## config.mk

```make
export PLATFORM = sky130hd
export DESIGN_NAME = bin2bcd_formatter
export DESIGN_NICKNAME = d
export VERILOG_FILES = /design/src/rtl/alu_display_pkg.sv /design/src/rtl/dabble_adjust.sv /design/src/rtl/bin2bcd_formatter.sv
export SDC_FILE = /design/constraint.sdc
export NUM_CORES = 1
export LEC_CHECK = 0
export CAP_MARGIN = 0
export CORE_MARGIN = 3
export CORE_UTILIZATION = 61
export DETAILED_ROUTE_END_ITERATION = 16
export GPL_ROUTABILITY_DRIVEN = 1
export PLACE_DENSITY = 0.9
export SYNTH_ARGS = -nofsm -noshare
export SYNTH_HDL_FRONTEND = slang
export SYNTH_HIERARCHICAL = 1
export SYNTH_SLANG_ARGS = --single-unit
export TNS_END_PERCENT = 1
```

## constraint.sdc

```tcl
create_clock -name clk -period 5.7 [get_ports clk]
set_input_delay 0.57 -clock clk [delete_from_list [all_inputs] [get_ports clk]]
set_output_delay 0.57 -clock clk [all_outputs]
set_load 0.01 [all_outputs]
```

## src/rtl/alu_display_pkg.sv

```systemverilog
// Shared types and constants for the ALU result display path.
package alu_display_pkg;

  typedef enum logic [1:0] {IDLE, CONV, DONE} b2b_state_t;

  localparam int                DISP_DIGITS         = 8;
  localparam logic [3:0]        BCD_MINUS           = 4'hF;
  localparam logic [31:0]       DEFAULT_ERR_PATTERN = 32'hEEEE_EEEE;

  // Decimal digits needed for a w-bit unsigned value: ceil(w * log10(2)).
  function automatic int bcd_digits(input int w);
    return (w * 30103 + 99999) / 100000;
  endfunction

endpackage

```

## src/rtl/dabble_adjust.sv

```systemverilog
// Double-dabble correction: every BCD nibble >= 5 gets +3 ahead of the left shift.
module dabble_adjust #(
  parameter int DIGITS = 10
) (
  input  logic [4*DIGITS-1:0] bcd_in,
  output logic [4*DIGITS-1:0] bcd_out
);

  for (genvar g = 0; g < DIGITS; g++) begin : g_digit
    assign bcd_out[4*g +: 4] = (bcd_in[4*g +: 4] >= 4'd5) ? bcd_in[4*g +: 4] + 4'd3
                                                          : bcd_in[4*g +: 4];
  end

endmodule

```

## src/rtl/bin2bcd_formatter.sv

```systemverilog
// Sequential binary-to-BCD converter feeding the 8-digit display driver, one bit per clock.
// Define SIGNED_EN to treat value as two's complement with a leading minus marker digit.
//
//   state | meaning
//   IDLE  | waiting for start; number/ovf hold the last result
//   CONV  | shifting one input bit per cycle through the BCD accumulator
//   DONE  | result registered, load pulses for this single cycle
module bin2bcd_formatter
  import alu_display_pkg::*;
#(
  parameter int                       IN_W        = 32,
  parameter int                       OUT_DIGITS  = DISP_DIGITS,
  parameter logic [4*OUT_DIGITS-1:0]  ERR_PATTERN = DEFAULT_ERR_PATTERN
) (
  input  logic                     clk,
  input  logic                     rst,
  input  logic                     start,
  input  logic [IN_W-1:0]          value,
  output logic                     busy,
  output logic                     load,
  output logic [4*OUT_DIGITS-1:0]  number,
  output logic                     ovf
);

  localparam int BCD_DIGITS = bcd_digits(IN_W);
  localparam int BCD_W      = 4 * BCD_DIGITS;
  localparam int CNT_W      = (IN_W > 1) ? $clog2(IN_W) : 1;

  b2b_state_t              state;
  logic [CNT_W-1:0]        cnt;
  logic [BCD_W-1:0]        bcd;
  logic [IN_W-1:0]         bin;
  logic [IN_W-1:0]         mag;
  logic [BCD_W-1:0]        bcd_adj;
  logic [BCD_W-1:0]        bcd_next;
  logic [4*OUT_DIGITS-1:0] num_fmt;
  logic                    hi_nz;
  int                      ovf_lim;

`ifdef SIGNED_EN
  logic neg;

  // Negating the most negative value wraps to itself, which reads correctly as unsigned.
  assign mag = value[IN_W-1] ? -value : value;
`else
  assign mag = value;
`endif

  dabble_adjust #(.DIGITS(BCD_DIGITS)) u_adjust (
    .bcd_in  (bcd),
    .bcd_out (bcd_adj)
  );

  assign bcd_next = {bcd_adj[BCD_W-2:0], bin[IN_W-1]};

  always_comb begin
    ovf_lim = OUT_DIGITS;
    hi_nz   = 1'b0;
    num_fmt = '0;
`ifdef SIGNED_EN
    if (neg) ovf_lim = OUT_DIGITS - 1;
`endif
    for (int i = 0; i < BCD_DIGITS; i++) begin
      if (i >= ovf_lim && bcd_next[4*i +: 4] != 4'h0) hi_nz = 1'b1;
    end
    for (int i = 0; i < OUT_DIGITS; i++) begin
      if (i < BCD_DIGITS) num_fmt[4*i +: 4] = bcd_next[4*i +: 4];
    end
`ifdef SIGNED_EN
    if (neg) num_fmt[4*OUT_DIGITS-1 -: 4] = BCD_MINUS;
`endif
  end

  always_ff @(posedge clk or negedge rst) begin
    if (!rst) begin
      state  <= IDLE;
      cnt    <= '0;
      bcd    <= '0;
      bin    <= '0;
      busy   <= 1'b0;
      load   <= 1'b0;
      number <= '0;
      ovf    <= 1'b0;
`ifdef SIGNED_EN
      neg    <= 1'b0;
`endif
    end else begin
      case (state)
        IDLE: begin
          load <= 1'b0;
          if (start && !busy) begin
            state <= CONV;
            busy  <= 1'b1;
            cnt   <= CNT_W'(IN_W - 1);
            bcd   <= '0;
            bin   <= mag;
`ifdef SIGNED_EN
            neg   <= value[IN_W-1];
`endif
          end
        end
        CONV: begin
          bcd <= bcd_next;
          bin <= bin << 1;
          if (cnt == '0) begin
            state  <= DONE;
            load   <= 1'b1;
            ovf    <= hi_nz;
            number <= hi_nz ? ERR_PATTERN : num_fmt;
          end else begin
            cnt <= cnt - 1'b1;
          end
        end
        DONE: begin
          state <= IDLE;
          busy  <= 1'b0;
          load  <= 1'b0;
        end
        default: begin
          state <= IDLE;
          busy  <= 1'b0;
          load  <= 1'b0;
        end
      endcase
    end
  end

endmodule

```

Word level (Yosys, flattened, before mapping)
Cells that the tools add are included.

Flip-flop bits (word level): 114. Bits of input ports: 35. Output and inout bits: 35. Logic and storage cells: 73.

$add $sub $neg: 11. Order comparisons: 10. Equal/unequal tests: 4. Multiplexer cells: 27. Bitwise operators: 1. Reduce and logical (&&, ||, !) cells: 12.

Operator list (count): $pmux W40 S2 (1); $mux W32 (2); $pmux W32 S2 (1); $ge A4 B3 Y1 const B (10); $mux W40 (1); $add A4 B2 Y4 const B (9); $mux W4 (9); $mux W5 (2); $pmux W5 S2 (1); $reduce_and A2 Y1 (4); $reduce_bool A4 Y1 (2); $ne A2 B2 Y1 const B (3); $logic_not A5 Y1 (1); $mux W1 (5); $sub A5 B1 Y5 const B (1); $mux W2 (2); $pmux W2 S2 (1); $add A3 B2 Y3 const B (1); $mux W3 (1); $reduce_and A3 Y1 (1); $eq A2 B1 Y1 const B (1); $logic_not A2 Y1 (1); $pmux W1 S2 (1); $reduce_bool A2 Y1 (1); 3 further kinds (3).

Depth between registers and ports, before layout
Depth in word-level cells: 6. Mapped depth: 9. Depth with buffers taken out: 8.

Modules after synthesis
Netlist, hierarchy kept.

Modules (own cells, without submodules): bin2bcd_formatter (instances 1, cells an instance 354, area an instance 4882.2 um^2, seq. area each 2852.7 um^2); dabble_adjust (instances 1, cells an instance 160, area an instance 1013.5 um^2, seq. area each 0.0 um^2).

Worst setup path after synthesis
Ideal clock, no wire load.

Kind: register -> register. Start point: reg bcd[36]. End point: reg number[2]. Library setup time: 0.127 ns. Arrival time: 2.042 ns. Data required time: 5.573 ns. Slack: 3.531 ns. Stages on the path, launching flop included: 9. Path buffers: 1. Clock period less this slack: 2.169 ns. Cell sequence: dfrtp_1 -> ha_1 -> nand2b_1 -> a21oi_2 -> xnor2_1 -> or4_1 -> nor2_2 -> buf_2 -> a2bb2oi_1.

Cells in the longest elaborated chain, start to end: 5. Elaborated cells between the ends (all ways): 6. Classes of those cells: add/sub (1); order compare (1); mux (3); reduce/logical (1).

Ends and longest elaborated chain: start: declaration (line bin2bcd_formatter.sv:31) `logic [BCD_W-1:0] bcd;`; start signal: assignment (line bin2bcd_formatter.sv:103) `bcd <= bcd_next;`; $ge A4 B3 Y1 or $add A3 B2 Y3 (tied branches) (line dabble_adjust.sv:10) `assign bcd_out[4*g +: 4] = (bcd_in[4*g +: 4] >= 4'd5) ? bcd_in[4*g +: 4] + 4'd3`; $mux W3 * (line dabble_adjust.sv:10); net bcd_adj[36] (line bin2bcd_formatter.sv:34) `logic [BCD_W-1:0] bcd_adj;`; $reduce_bool A4 Y1 * (line bin2bcd_formatter.sv:64) `if (i >= ovf_lim && bcd_next[4*i +: 4] != 4'h0) hi_nz = 1'b1;`; $mux W1 * (line bin2bcd_formatter.sv:64); $mux W32 * (line bin2bcd_formatter.sv:109) `number <= hi_nz ? ERR_PATTERN : num_fmt;`; end signal: assignment (line bin2bcd_formatter.sv:109); end: declaration (line bin2bcd_formatter.sv:21) `output logic [4*OUT_DIGITS-1:0] number,`.

Mark *: on every way through the listed nets, which the timed path passes. The rest lies on a longest branch. A chain may end at the register's enable or synchronous reset.

Worst setup path in the final report
Start point: reg cnt[0]. End point: reg number[30].

Cells in the longest elaborated chain, start to end: 2.

Ends and longest elaborated chain: start: declaration (line bin2bcd_formatter.sv:30) `logic [CNT_W-1:0] cnt;`; start signal: assignment (line bin2bcd_formatter.sv:94) `cnt <= CNT_W'(IN_W - 1);`; start signal: assignment (line bin2bcd_formatter.sv:111) `cnt <= cnt - 1'b1;`; $logic_not A5 Y1 (line bin2bcd_formatter.sv:105) `if (cnt == '0) begin`; $reduce_and A2 Y1 (no source line).

No other way between the ends.

==> metrics list <==
- Status: completed
* Slowest library cell on the worst path: nor4b_2
* Family with the most delay on the worst path: simple AND/OR/NAND/NOR gates
- Final clock period utilization by the worst path: 0.526
- STA classifies the critical path startpoint as a flip-flop.
- Min Clock Period, post-route: between 2 and 3 ns
- The region available for standard cell placement spans ~9300 sq um.
- Crit-path max cell delay: 1.00 ns
- Derived from the worst setup path, the maximum achievable clock frequency is 333 MHz.
* Required @ worst endpoint: slightly above 6 ns
- CTS placed an instance of clkbuf_8 at the clock tree root.
- Worst rel slew slack: 0.171
- Nets in the synthesized netlist: approximately 570
* Setup violations, final: 0
- Once detailed placement completed, the half-perimeter wirelength came to roughly 8 mm.
- Counting buffers and inverters, the worst setup path is 6 cells deep.
- CP max FO: 26
- Effective utilization at floorplan: 0.633
* Die span in y: around 100 um
* Final Max Tran Viols: 0
* Start of the worst register-to-register path: cnt[0]
- Compared with the post-synthesis result, the final layout area differs by 23.5%.
- Summed over all failing endpoints, the final setup total negative slack is 0 ns.
- Clk pin slew, worst setup/hold paths: approximately 0.06 ns
* Gr usage total: 0.255
- Wire length of the first global-routing pass: around 22 mm
- Global placement routability congestion: ~0.78
- Buffers placed on the I/O ports in this run total 69.
- Critical Path End Type: flip-flop
- Summed over all cells, the static leakage comes to 3.13 nW.
* Endpoint of the lowest-slack register-to-register path: number[30]
* Worst reg-to-reg path cell count: 6
* Worst Clk Skew: just over 0.01 ns
- Setup repair after global routing missed its margin: false
- Number of sinks driven by the clock tree: between 100 and 150
- Across all hold checks on the routed design, the worst slack comes to between 0.05 and 0.06 ns.
* Mean routed wirelength per cell: approximately 19 um
- Later-pin clock latency in the skew report: between 0.5 and 0.6 ns
- Area of the die: between 10,000 and 15,000 sq um
- Clock buffers created by TritonCTS: 17
- Detailed Route Iter0 Violations: ~310
- Type of the worst setup path: flip-flop to flip-flop
- Final hold violations: 0
- The worst-case IR drop observed on VDD is 0.338 mV.
* Pin count of the biggest net entering global routing: 68
* TritonCTS clock tree: done
- Share of post-route cells with drive strength above 1: 0.231
- Number of DRC violations after detailed routing: 0
- Total I/O pin count: 70
- Power spread over the standard cell area amounts to about 640 nW/um^2.
* Ratio of routed vias to standard cells: ~6
- Via count: ~4,400
* Die W: about 100 um
- Via count of the first global-routing pass: roughly 4,600
- Min-Delay Path Class: input port to asynchronous set/reset pin
- Hold-fix buffers at CTS: 0
* Count of standard-cell rows: 35
* Worst-case register-to-register setup slack: roughly 2.7 ns
- Post-layout nets: between 600 and 700
- Number of antenna violations at the first check in global routing: 0
- The pre-antenna-repair detailed-routing pass consisted of 5 iterations.
* Avg Cell Area, Syn: roughly 12 sq um
- Netlist Area Pre-Place: 5880 sq um
- H-Tree Depth: 4
* Count of buffer and inverter cells on the critical path: 2
- The Yosys step of the flow raised 6 warnings.
- Data arrival time of the critical path: 3.43 ns
* Instance count of the mapped netlist: 510
* Setup Buffers After CTS: 0
- For the pin with the worst max-slew slack, the measured transition is 1.24 ns.
- N_diodes: 0
- Summed over all layers, the global routing overflow is 0.
- Number of nets with antenna violations after detailed routing: 0
- Total length of routed wires: 13.4 mm
- Max Cap Viol: 0
- Clk buf depth: 2
* Count of instances resized after the clock tree is built: 0
* Crit-path cells: inv_1, ha_1, nor4b_2, nand2_2, inv_2, a2bb2oi_1
[metal layers]
layer  GRT usage  part of all wire
met1       0.314              0.41
met2       0.429              0.51
met3      0.0701             0.061
met5           0                 0
met4      0.0997             0.017
[placed cells by master (no fill, tap or decap), types with 11 or more instances in the layout]
cell and n:
nand2b_1 22, a2bb2oi_1 24, nor3_2 19, ha_1 21
a22o_1 41, o21ai_1 11, mux2_2 62, clkdlybuf4s50_1 68
nor2_1 15, dfrtp_1 114, clkbuf_16 16, nand2_1 42
inv_1 23
[cell type report]
class,instances,area [sq um]
clock buffer,19,432
inverter,24,90.1
tap,129,161
sequential,114,2850
fill,574,2030
clock inverter,13,208
multi-input combinational,343,2780
timing repair buffer,75,733
[worst reg2reg max path, stage by stage (launching register included)]
cell       delay [ns]
dfrtp_1          0.40
inv_1            0.11
ha_1             0.20
nor4b_2          1.00
nand2_2          0.42
inv_2            0.56
a2bb2oi_1        0.23
[worst max path at each step]
| stage | start | to | slack (ns) |
|---|---|---|---|
| final | cnt[0] | number[30] | 2.70 |
| after global routing | cnt[0] | number[13] | 2.41 |
| after detailed placement | cnt[0] | number[30] | 2.73 |
| after CTS | bcd[32] | number[30] | 2.71 |
| after global placement | cnt[0] | number[30] | 2.86 |
| after floorplan | bcd[32] | number[2] | 3.54 |
[per-stage QoR]
step	worst slack (ns)	power, mW	cells	instance area, sq um	util
after floorplan	3.54	2.89	510	5880	-
after global placement	2.86	3.32	685	6620	0.713
after detailed placement	2.73	3.45	685	6620	0.713
after CTS	2.71	4.67	717	7260	0.782
after global routing	2.41	4.93	717	7260	0.782
final	2.70	4.67	717	7260	0.782
[flip-flops by register name (all words and copies together), names as in the netlist]
name    count
busy        1
ovf         1
cnt         5
bin        32
state       2
bcd        40
number     32
load        1
[power by group]
group | leakage (nW) | switching, mW | internal, mW
combinational | 1.47 | 0.983 | 1.04
sequential | 1.35 | 0.309 | 1.18
clock | 0.312 | 0.388 | 0.766
total | 3.13 | 1.68 | 2.99
No activity file was read; power rests on OpenSTA's default activity.
